## src/rtl/mmio_bus_initiator_if.sv

```systemverilog
// Command, response and native memory bus signals of the MMIO bus initiator.
// master = initiator side, slave = command source / bus responder side.
interface mmio_bus_initiator_if;
  logic        cmd_valid;
  logic        cmd_ready;
  logic [1:0]  cmd_op;
  logic [31:0] cmd_addr;
  logic [31:0] cmd_wdata;
  logic [31:0] cmd_mask;
  logic [3:0]  cmd_wstrb;
  logic        rsp_valid;
  logic        rsp_ready;
  logic [31:0] rsp_rdata;
  logic        rsp_err;
  logic        mem_valid;
  logic [31:0] mem_addr;
  logic [31:0] mem_wdata;
  logic [3:0]  mem_wstrb;
  logic [31:0] mem_rdata;
  logic        mem_ready;
  logic        busy;

  modport master (
    input  cmd_valid, cmd_op, cmd_addr, cmd_wdata, cmd_mask, cmd_wstrb,
    input  rsp_ready, mem_rdata, mem_ready,
    output cmd_ready, rsp_valid, rsp_rdata, rsp_err,
    output mem_valid, mem_addr, mem_wdata, mem_wstrb, busy
  );

  modport slave (
    output cmd_valid, cmd_op, cmd_addr, cmd_wdata, cmd_mask, cmd_wstrb,
    output rsp_ready, mem_rdata, mem_ready,
    input  cmd_ready, rsp_valid, rsp_rdata, rsp_err,
    input  mem_valid, mem_addr, mem_wdata, mem_wstrb, busy
  );
endinterface

```

## src/rtl/mmio_bus_initiator.sv

```systemverilog
// Command-driven read / write / masked RMW initiator for the native memory bus.
// Optional MMIO_ALIGN_CHECK_EN: reject non word-aligned command addresses with an error.
module mmio_bus_initiator #(
  parameter int unsigned TIMEOUT_CYCLES = 16
) (
  input logic                  clk,
  input logic                  reset,
  mmio_bus_initiator_if.master bus
);

  localparam logic [1:0] OP_READ   = 2'b00;
  localparam logic [1:0] OP_WRITE  = 2'b01;
  localparam logic [1:0] OP_RMW    = 2'b10;
  localparam logic [7:0] TMO_LIMIT = 8'(TIMEOUT_CYCLES);

  typedef enum logic [1:0] {IDLE, RD, WR, RSP} state_t;

  state_t      state;
  logic [1:0]  op_q;
  logic [31:0] wdata_q;
  logic [31:0] mask_q;
  logic [31:0] pre_q;
  logic [7:0]  tmo_cnt;
  logic        align_fault;
  logic        bad_cmd;
  logic        tmo_hit;
  logic [31:0] word_addr;

`ifdef MMIO_ALIGN_CHECK_EN
  assign align_fault = (bus.cmd_addr[1:0] != 2'b00);
`else
  assign align_fault = 1'b0;
`endif

  assign word_addr = {bus.cmd_addr[31:2], 2'b00};
  assign bad_cmd   = align_fault || (bus.cmd_op == 2'b11);
  // A ready on the same edge the counter reaches the limit still wins.
  assign tmo_hit   = ((tmo_cnt + 8'd1) == TMO_LIMIT);

  always_ff @(posedge clk or posedge reset) begin
    if (reset) begin
      state         <= IDLE;
      op_q          <= OP_READ;
      wdata_q       <= '0;
      mask_q        <= '0;
      pre_q         <= '0;
      tmo_cnt       <= '0;
      bus.cmd_ready <= 1'b1;
      bus.rsp_valid <= 1'b0;
      bus.rsp_rdata <= '0;
      bus.rsp_err   <= 1'b0;
      bus.mem_valid <= 1'b0;
      bus.mem_addr  <= '0;
      bus.mem_wdata <= '0;
      bus.mem_wstrb <= '0;
      bus.busy      <= 1'b0;
    end else begin
      case (state)
        IDLE: begin
          if (bus.cmd_valid) begin
            op_q          <= bus.cmd_op;
            wdata_q       <= bus.cmd_wdata;
            mask_q        <= bus.cmd_mask;
            tmo_cnt       <= '0;
            bus.mem_addr  <= word_addr;
            bus.cmd_ready <= 1'b0;
            bus.busy      <= 1'b1;
            if (bad_cmd) begin
              state         <= RSP;
              bus.rsp_valid <= 1'b1;
              bus.rsp_err   <= 1'b1;
              bus.rsp_rdata <= '0;
            end else if (bus.cmd_op == OP_WRITE) begin
              if (bus.cmd_wstrb != 4'h0) begin
                state         <= WR;
                bus.mem_valid <= 1'b1;
                bus.mem_wstrb <= bus.cmd_wstrb;
                bus.mem_wdata <= bus.cmd_wdata;
              end else begin
                // All strobes off: nothing to put on the bus, acknowledge at once.
                state         <= RSP;
                bus.rsp_valid <= 1'b1;
                bus.rsp_err   <= 1'b0;
                bus.rsp_rdata <= '0;
              end
            end else begin
              state         <= RD;
              bus.mem_valid <= 1'b1;
              bus.mem_wstrb <= 4'h0;
            end
          end
        end

        RD: begin
          if (bus.mem_ready) begin
            pre_q <= bus.mem_rdata;
            if (op_q == OP_RMW) begin
              state         <= WR;
              tmo_cnt       <= '0;
              bus.mem_wdata <= (bus.mem_rdata & ~mask_q) | (wdata_q & mask_q);
              bus.mem_wstrb <= 4'hF;
            end else begin
              state         <= RSP;
              bus.mem_valid <= 1'b0;
              bus.rsp_valid <= 1'b1;
              bus.rsp_err   <= 1'b0;
              bus.rsp_rdata <= bus.mem_rdata;
            end
          end else if (tmo_hit) begin
            state         <= RSP;
            bus.mem_valid <= 1'b0;
            bus.mem_wstrb <= 4'h0;
            bus.rsp_valid <= 1'b1;
            bus.rsp_err   <= 1'b1;
            bus.rsp_rdata <= '0;
          end else begin
            tmo_cnt <= tmo_cnt + 8'd1;
          end
        end

        WR: begin
          if (bus.mem_ready) begin
            state         <= RSP;
            bus.mem_valid <= 1'b0;
            bus.mem_wstrb <= 4'h0;
            bus.rsp_valid <= 1'b1;
            bus.rsp_err   <= 1'b0;
            bus.rsp_rdata <= (op_q == OP_RMW) ? pre_q : 32'h0;
          end else if (tmo_hit) begin
            state         <= RSP;
            bus.mem_valid <= 1'b0;
            bus.mem_wstrb <= 4'h0;
            bus.rsp_valid <= 1'b1;
            bus.rsp_err   <= 1'b1;
            bus.rsp_rdata <= '0;
          end else begin
            tmo_cnt <= tmo_cnt + 8'd1;
          end
        end

        RSP: begin
          if (bus.rsp_ready) begin
            state         <= IDLE;
            bus.rsp_valid <= 1'b0;
            bus.rsp_err   <= 1'b0;
            bus.cmd_ready <= 1'b1;
            bus.busy      <= 1'b0;
          end
        end

        default: begin
          state         <= IDLE;
          bus.mem_valid <= 1'b0;
          bus.rsp_valid <= 1'b0;
          bus.cmd_ready <= 1'b1;
          bus.busy      <= 1'b0;
        end
      endcase
    end
  end

endmodule

```

## src/flat_wrapper.sv

```systemverilog
// flat-port wrapper written by rule: the top's interface ports become plain ports
module mmio_bus_initiator_flat 
#(
  parameter int unsigned TIMEOUT_CYCLES = 16
)
  (clk, reset, bus_cmd_valid, bus_cmd_op, bus_cmd_addr, bus_cmd_wdata, bus_cmd_mask, bus_cmd_wstrb, bus_rsp_ready, bus_mem_rdata, bus_mem_ready, bus_cmd_ready, bus_rsp_valid, bus_rsp_rdata, bus_rsp_err, bus_mem_valid, bus_mem_addr, bus_mem_wdata, bus_mem_wstrb, bus_busy);
  mmio_bus_initiator_if bus_i ();
  input logic clk;
  input logic reset;
  input wire logic [$bits(bus_i.cmd_valid)-1:0] bus_cmd_valid;
  input wire logic [$bits(bus_i.cmd_op)-1:0] bus_cmd_op;
  input wire logic [$bits(bus_i.cmd_addr)-1:0] bus_cmd_addr;
  input wire logic [$bits(bus_i.cmd_wdata)-1:0] bus_cmd_wdata;
  input wire logic [$bits(bus_i.cmd_mask)-1:0] bus_cmd_mask;
  input wire logic [$bits(bus_i.cmd_wstrb)-1:0] bus_cmd_wstrb;
  input wire logic [$bits(bus_i.rsp_ready)-1:0] bus_rsp_ready;
  input wire logic [$bits(bus_i.mem_rdata)-1:0] bus_mem_rdata;
  input wire logic [$bits(bus_i.mem_ready)-1:0] bus_mem_ready;
  output wire logic [$bits(bus_i.cmd_ready)-1:0] bus_cmd_ready;
  output wire logic [$bits(bus_i.rsp_valid)-1:0] bus_rsp_valid;
  output wire logic [$bits(bus_i.rsp_rdata)-1:0] bus_rsp_rdata;
  output wire logic [$bits(bus_i.rsp_err)-1:0] bus_rsp_err;
  output wire logic [$bits(bus_i.mem_valid)-1:0] bus_mem_valid;
  output wire logic [$bits(bus_i.mem_addr)-1:0] bus_mem_addr;
  output wire logic [$bits(bus_i.mem_wdata)-1:0] bus_mem_wdata;
  output wire logic [$bits(bus_i.mem_wstrb)-1:0] bus_mem_wstrb;
  output wire logic [$bits(bus_i.busy)-1:0] bus_busy;
  assign bus_i.cmd_valid = bus_cmd_valid;
  assign bus_i.cmd_op = bus_cmd_op;
  assign bus_i.cmd_addr = bus_cmd_addr;
  assign bus_i.cmd_wdata = bus_cmd_wdata;
  assign bus_i.cmd_mask = bus_cmd_mask;
  assign bus_i.cmd_wstrb = bus_cmd_wstrb;
  assign bus_i.rsp_ready = bus_rsp_ready;
  assign bus_i.mem_rdata = bus_mem_rdata;
  assign bus_i.mem_ready = bus_mem_ready;
  assign bus_cmd_ready = bus_i.cmd_ready;
  assign bus_rsp_valid = bus_i.rsp_valid;
  assign bus_rsp_rdata = bus_i.rsp_rdata;
  assign bus_rsp_err = bus_i.rsp_err;
  assign bus_mem_valid = bus_i.mem_valid;
  assign bus_mem_addr = bus_i.mem_addr;
  assign bus_mem_wdata = bus_i.mem_wdata;
  assign bus_mem_wstrb = bus_i.mem_wstrb;
  assign bus_busy = bus_i.busy;
  mmio_bus_initiator #(.TIMEOUT_CYCLES(TIMEOUT_CYCLES)) u_core (.clk(clk), .reset(reset), .bus(bus_i));
endmodule
```

## config.mk

```make
export PLATFORM = sky130hd
export DESIGN_NAME = mmio_bus_initiator_flat
export DESIGN_NICKNAME = d
export VERILOG_FILES = /design/src/rtl/mmio_bus_initiator_if.sv /design/src/rtl/mmio_bus_initiator.sv /design/src/flat_wrapper.sv
export SDC_FILE = /design/constraint.sdc
export NUM_CORES = 1
export LEC_CHECK = 0
export BUFFER_PORTS_ARGS = -buffer_cell sky130_fd_sc_hd__buf_2
export CAP_MARGIN = 25
export CORE_MARGIN = 5
export CORE_UTILIZATION = 35
export DETAILED_ROUTE_END_ITERATION = 10
export PLACE_DENSITY = 0.64
export SLEW_MARGIN = 20
export SYNTH_ARGS = -nofsm -noshare
export SYNTH_HDL_FRONTEND = slang
export SYNTH_SLANG_ARGS = --single-unit
```

## constraint.sdc

```tcl
create_clock -name clk -period 7.5 [get_ports clk]
set_input_delay 0.75 -clock clk [delete_from_list [all_inputs] [get_ports clk]]
set_output_delay 0.75 -clock clk [all_outputs]
set_load 0.02 [all_outputs]
```

* Yosys cells after proc, flatten, opt, wreduce, memory -nomap -nowiden *
Index checks and enable logic that the tools add are counted.

storage, ports and cells
  bits in registers = 211
  input port bits = 139
  output and inout port bits = 105
  word-level logic and storage cells = 129

operators by class
  $add $sub $neg = 1
  eq/ne operators = 20
  mux-type cells = 74
  bitwise logic cells = 4
  reductions and logical operators = 15

operators by type and width
  operator             number
  $mux 32              15
  $pmux 32 s3          1
  $and 32x32->32       2
  $pmux 32 s2          1
  $mux 8               5
  $mux 4               8
  $not 32->32          1
  $or 32x32->32        1
  $mux 1               29
  $pmux 8 s3           1
  $reduce_and 5->1     4
  $mux 2               7
  $pmux 4 s3           1
  $ne 2x2->1 const B   5
  $add 8x1->8 const B  1
  $eq 2x2->1 const B   4
  $eq 8x5->1 const B   1
  $pmux 1 s4           2
  $pmux 2 s4           1
  $reduce_and 7->1     1
  $ne 2x1->1 const B   3
  $ne 3x2->1 const B   2
  $ne 3x3->1 const B   2
  $reduce_and 2->1     3
  10 further kinds     13

* Longest topological paths before layout *
  depth in word-level cells = 6
  mapped depth = 9
  gate-level depth less buffers = 7

* Least setup slack after synthesis *
OpenSTA, ideal clock, no wires.

  kind = input to register
  start = input bus_cmd_wstrb[2]
  end = register u_core.bus.mem_wdata[0]
  data arrival time = 1,961 ps
  data required time = 7,375 ps
  path slack = 5,415 ps
  stages on the path = 6
  buffers on the path = 1
  path through = nor4_2 nor2_1 a22o_1 nand2_1 buf_4 mux2_2

on the way
  word-level cells in the longest chain between the ends = 3

RTL lines
  item                               line                         source
  start: declaration                 flat_wrapper.sv:15           input wire logic [$bits(bus_i.cmd_wstrb)-1:0] bus_cmd_wstrb;
  $reduce_bool 4->1                  mmio_bus_initiator.sv:74     if (bus.cmd_wstrb != 4'h0) begin
  $ne 2x1->1 (no source line)        --
  $reduce_and 7->1 (no source line)  --
  end signal: assignment             mmio_bus_initiator.sv:78     bus.mem_wdata <= bus.cmd_wdata;
  end signal: assignment             mmio_bus_initiator.sv:100    bus.mem_wdata <= (bus.mem_rdata & ~mask_q) | (wdata_q & mask_q);
  end: declaration                   mmio_bus_initiator_if.sv:27  output mem_valid, mem_addr, mem_wdata, mem_wstrb, busy

Every way passes these cells.
A chain may end at the register's enable or synchronous reset.

* Worst setup path in the final report *
  start = register u_core.state[1]
  end = register u_core.bus.rsp_rdata[0]

on the way
  word-level cells in the longest chain between the ends = 3
  elaborated cells between the ends (all ways) = 10

RTL lines
  item                                                       line                         source
  start: declaration                                         mmio_bus_initiator.sv:18     state_t state;
  start signal: assignment                                   mmio_bus_initiator.sv:42     state <= IDLE;
  start signal: assignment                                   mmio_bus_initiator.sv:69     state <= RSP;
  start signal: assignment                                   mmio_bus_initiator.sv:75     state <= WR;
  $eq 2x1->1, or another cell as far along                   mmio_bus_initiator.sv:58     case (state)
  $ne 3x3->1 (no source line), or another cell as far along  --
  $reduce_and 5->1 (no source line)                          --
  end signal: assignment                                     mmio_bus_initiator.sv:107    bus.rsp_rdata <= bus.mem_rdata;
  end signal: assignment                                     mmio_bus_initiator.sv:128    bus.rsp_rdata <= (op_q == OP_RMW) ? pre_q : 32'h0;
  end: declaration                                           mmio_bus_initiator_if.sv:26  output cmd_ready, rsp_valid, rsp_rdata, rsp_err,

Parallel ways exist; a longest one is shown, timed or not.

==> results.md <==
- The run finished with clean final reports.
- The H-tree depth is 1.
- The number of clock sinks is 211.
- The floorplan die width is 176 um.
- The flip-flop and latch count after synthesis is 211.
- The critical path goes through inv_1, ha_2, buf_4, and2_2, nand2_1, nor3b_4, buf_4, nand2_2, o2bb2ai_1.
- The initial antenna violation count is 2.
- For the worst flop-to-flop path, the logic depth is 9.
- The routed layout has between 7000 and 8000 vias.
- Timing would allow up to between 200 and 300 MHz.
- In the final routing, the length of wire on met1 measures about 11 mm.
- The fraction of final layout cells with drive strength greater than 1 is about 43%.
- The top cell type by total area after synthesis is sky130_fd_sc_hd__dfrtp_1.
- After synthesis, flip-flops and latches occupy 55.0% of the total area.
- The die covers 30900 um^2.
- The detail-routed net length per standard cell is between 15 and 20 um.
- The routability-driven placement congestion ratio is 0.792.
- The top-level port count is between 200 and 250.
- The via count of the first global-routing pass is 7233.
- Leaving out fill and tap cells, the most frequent cells in the layout are 239 x sky130_fd_sc_hd__buf_2, 210 x sky130_fd_sc_hd__dfrtp_1, 151 x sky130_fd_sc_hd__mux2_2, 76 x sky130_fd_sc_hd__a21oi_1, 45 x sky130_fd_sc_hd__o21ai_0.
- The die is 176 um tall.
- The commonest non-fill, non-tap cell in the layout is sky130_fd_sc_hd__buf_2.
- Before antenna repair, the detailed router went through 5 iterations.
- After routing the design area is roughly 12000 um^2.
- The max-capacitance violation count is 0.
- The estimated wirelength of the detail-placed design is about 16 mm.
- The area fraction of the dominant cell type after synthesis is 54.7%.
- Among the stages of the critical path, the cell type that occurs most often is sky130_fd_sc_hd__buf_4.
- The final critical path takes up 45.2% of the cycle.
- The detailed route wirelength on metal2 is 11.8 mm.
- The worst min-delay path class is input port to async pin.
- In the synthesized netlist, the number of instances is ~780.
- The data required time at the worst endpoint is between 7 and 8 ns.
- The final layout contains routed wiring with a total length of about 25 mm.
- The synthesized design contains 0 enable-type register cells.
- The combined area of all synthesized cells is just under 10000 um^2.
- The clock tree from TritonCTS is yes.
- The critical path in this run is classified as flop to flop.
- The worst-case vdd ir drop is 0.000211 V.
- At the end of the flow, the number of nets in the layout was 1153.
- The longest individual stage delay on the worst path is 0.60 ns.
- Setup slack on the worst reg-to-reg path comes out at between 4 and 5 ns.
- The mean instance size in the synthesized netlist is 12.3 um^2.
- STA puts the critical path data arrival time at 3.75 ns.
- For this block, the initial DRC count from the detailed router was 360.
- The power per cell area is about 460 nW/um^2.
- In this run the tightest slew margin relative to its limit is 30.8%.
- The number of placed instances, taps included, is between 1000 and 1500.
- The slew of the pin with the lowest slew margin is 1.03 ns.
- The setup clock skew after layout is between 0.015 and 0.02 ns.
- In this run the critical register-to-register path is launched from u_core.state[1]$_DFFE_PP0P_.
- In the final timing run, aggregate negative setup slack is 0 ns.
- The initial core utilization is between 30% and 40%.
- The quantity of gates resized following cts is 0.
- The number of post-CTS setup repair buffers is 0.
- The total power draw is roughly 5.5 mW.
- The cell with the largest stage delay on the worst path is sky130_fd_sc_hd__buf_4.
- In the final layout, the multi-input gates occupy slightly above 4000 um^2.
- The maximum root-to-sink buffer count is 3.
- The leakage power summed over all cells is 5.47 nW.
- Setup violations remaining at the end of the flow were counted as 0.
- The final number of hold-violating endpoints came to 0.
- After clock tree synthesis, the clock-pin slew on the worst setup and hold paths is 0.06 ns.
- The post-synthesis async set-or-reset flop share is between 90% and 100%.
- Global routing consumed, over all layers together, 15.6% of the routing resources.
- The worst-skew pair later-pin latency is 0.52 ns.
- The number of warnings reported in the yosys synthesis log is 0.
- The number of buffers and inverters on the critical path is 3.
- The via density per instance is 5.22.
- 0 antenna diodes ended up in the layout.
- STA classifies the critical path endpoint as a flop.
- The relative area change from synthesis to final layout is 23.9%.
- The netlist uses 46 different library cells.
- The kind of cell adding the most delay to the critical path is simple AND/OR/NAND/NOR gates.
- Setup repair after global routing left no endpoint under its margin.
- The max-slew violation count is 0.
- By area the synthesized netlist is led by sky130_fd_sc_hd__dfrtp_1 55%, sky130_fd_sc_hd__mux2_2 18%, sky130_fd_sc_hd__a21oi_1 4.0%, sky130_fd_sc_hd__mux2i_1 3.6%, sky130_fd_sc_hd__o2bb2ai_1 3.0%.
- The wire length of the first global-routing pass is around 40 mm.
- The layout filler cell count is 2516.
- The total number of placement rows is 60.
- Clock tree synthesis selected as its root buffer the cell sky130_fd_sc_hd__clkbuf_16.
- The most used flip-flop cell after synthesis is sky130_fd_sc_hd__dfrtp_1.
- The core outline area is 27000 um^2.
- After detailed routing, the number of remaining DRC violations is 0.
- Of all nets on the critical path, the largest fanout is 56.
- The number of hold-repair buffers added at the cts stage is 0.
- The met3 wirelength from detailed routing is 1.87 mm.
- In this run, CTS created clock tree buffers numbering 25.
- Signal routing reaches up to met5.
- The cell area reported after detailed placement is about 11000 um^2.
- The area of all sequential standard cells is 5280 um^2.
- In this run the critical register-to-register path is captured at u_core.bus.rsp_rdata[0]$_DFFE_PP0P_.
- In this run the remaining antenna-violating nets after routing total 0.
- The minimum clock period is 3.39 ns.
- The largest net degree at the start of global routing is ~140.
- Measured on the finished design, the core utilization comes to 44.1%.
- The final cell count without fillers is 1365.
- Port buffering added around 240 buffers.
- The element type at the critical path start is a flop.
- The remaining global-route overflow is 0.
## registers in the layout (all words and copies together) (netlist names)
register              flops
u_core.bus.mem_valid      1
u_core.state              2
u_core.mask_q            32
u_core.tmo_cnt            8
u_core.bus.rsp_valid      1
u_core.bus.busy           1
u_core.bus.mem_wstrb      4
u_core.wdata_q           32
u_core.bus.cmd_ready      1
u_core.op_q               2
u_core.pre_q             32
u_core.bus.mem_wdata     32
u_core.bus.mem_addr      30
u_core.bus.rsp_err        1
u_core.bus.rsp_rdata     32
## cell families after synthesis
family                     after synthesis  share of synthesized area [%]
adders and majority gates                6                          0.781
and+or+nand+nor                         92                           4.65
other                                    1                         0.0390
muxes                                  194                           22.3
AOI/OAI and AO/OA                      214                           13.9
buffers and inverters                   66                           3.38
DFF                                    211                           55.0
## worst max path at each step
stage | slack [ns] | depth (start not counted) | start | to
2_1_floorplan | 0.99 | 1 | reset | u_core.bus.busy$_DFFE_PP0P_
3_3_place_gp | 4.11 | 8 | u_core.state[1]$_DFFE_PP0P_ | u_core.bus.rsp_rdata[26]$_DFFE_PP0P_
3_5_place_dp | 4.04 | 8 | u_core.state[1]$_DFFE_PP0P_ | u_core.bus.rsp_rdata[27]$_DFFE_PP0P_
4_1_cts | 4.03 | 8 | u_core.state[1]$_DFFE_PP0P_ | u_core.bus.rsp_rdata[27]$_DFFE_PP0P_
5_1_grt | 3.85 | 9 | u_core.state[1]$_DFFE_PP0P_ | u_core.bus.rsp_rdata[12]$_DFFE_PP0P_
6_report | 4.11 | 9 | u_core.state[1]$_DFFE_PP0P_ | u_core.bus.rsp_rdata[0]$_DFFE_PP0P_
## per-stage QoR
| step | setup slack (ns) | hold slack, ns |
|---|---|---|
| after floorplan | 0.986 | 0.463 |
| after global placement | 4.11 | 0.468 |
| after detailed placement | 4.04 | 0.472 |
| after CTS | 4.03 | 0.439 |
| after global routing | 3.85 | 0.226 |
| final | 4.11 | 0.219 |
## synth_stat cells (2+ instances only)
library cell and number:
sky130_fd_sc_hd__o21a_1 3, sky130_fd_sc_hd__nor2b_1 2, sky130_fd_sc_hd__o211ai_1 2, sky130_fd_sc_hd__and2_1 4, sky130_fd_sc_hd__buf_6 5, sky130_fd_sc_hd__o22ai_1 5
sky130_fd_sc_hd__dfrtp_1 210, sky130_fd_sc_hd__a21oi_1 76, sky130_fd_sc_hd__mux2_2 151, sky130_fd_sc_hd__o21ai_0 45, sky130_fd_sc_hd__buf_4 5, sky130_fd_sc_hd__nand3_1 10
sky130_fd_sc_hd__nor3_1 2, sky130_fd_sc_hd__buf_2 13, sky130_fd_sc_hd__clkbuf_2 4, sky130_fd_sc_hd__buf_1 7, sky130_fd_sc_hd__mux2_1 8, sky130_fd_sc_hd__nor3b_1 2
sky130_fd_sc_hd__a22oi_1 30, sky130_fd_sc_hd__o31ai_1 2, sky130_fd_sc_hd__nand2_1 18, sky130_fd_sc_hd__a21boi_0 2, sky130_fd_sc_hd__nand2b_1 5, sky130_fd_sc_hd__a22o_1 3
sky130_fd_sc_hd__o2bb2ai_1 33, sky130_fd_sc_hd__nor2_1 37, sky130_fd_sc_hd__a21o_1 5, sky130_fd_sc_hd__and3_1 6, sky130_fd_sc_hd__clkbuf_1 19, sky130_fd_sc_hd__mux2i_1 35
sky130_fd_sc_hd__ha_1 6, sky130_fd_sc_hd__inv_1 12, sky130_fd_sc_hd__a31oi_1 4
## report_power, final
group / leakage (nW) / switching, mW / internal (mW)
sequential: 2.56 / 0.308 / 1.69
combinational: 2.51 / 1.31 / 1.01
clock: 0.391 / 0.461 / 0.728
## metal layers
metal  GRT usage (%)  vias to the layer above
met5               0                        -
met4            3.18                        4
met3            4.39                       35
met2            26.0                      234
met1            20.5                     3531
li1                -                     3316
## cell type report
class | instances | share of cell area (%)
repair buffers | 249 | 11.1
well taps | 341 | 3.58
multi-input cells | 508 | 33.8
inverters | 13 | 0.473
clock buffers | 39 | 6.11
clock inverters | 4 | 0.588
flip-flops and latches | 211 | 44.3
No activity file was read; power rests on OpenSTA's default activity.
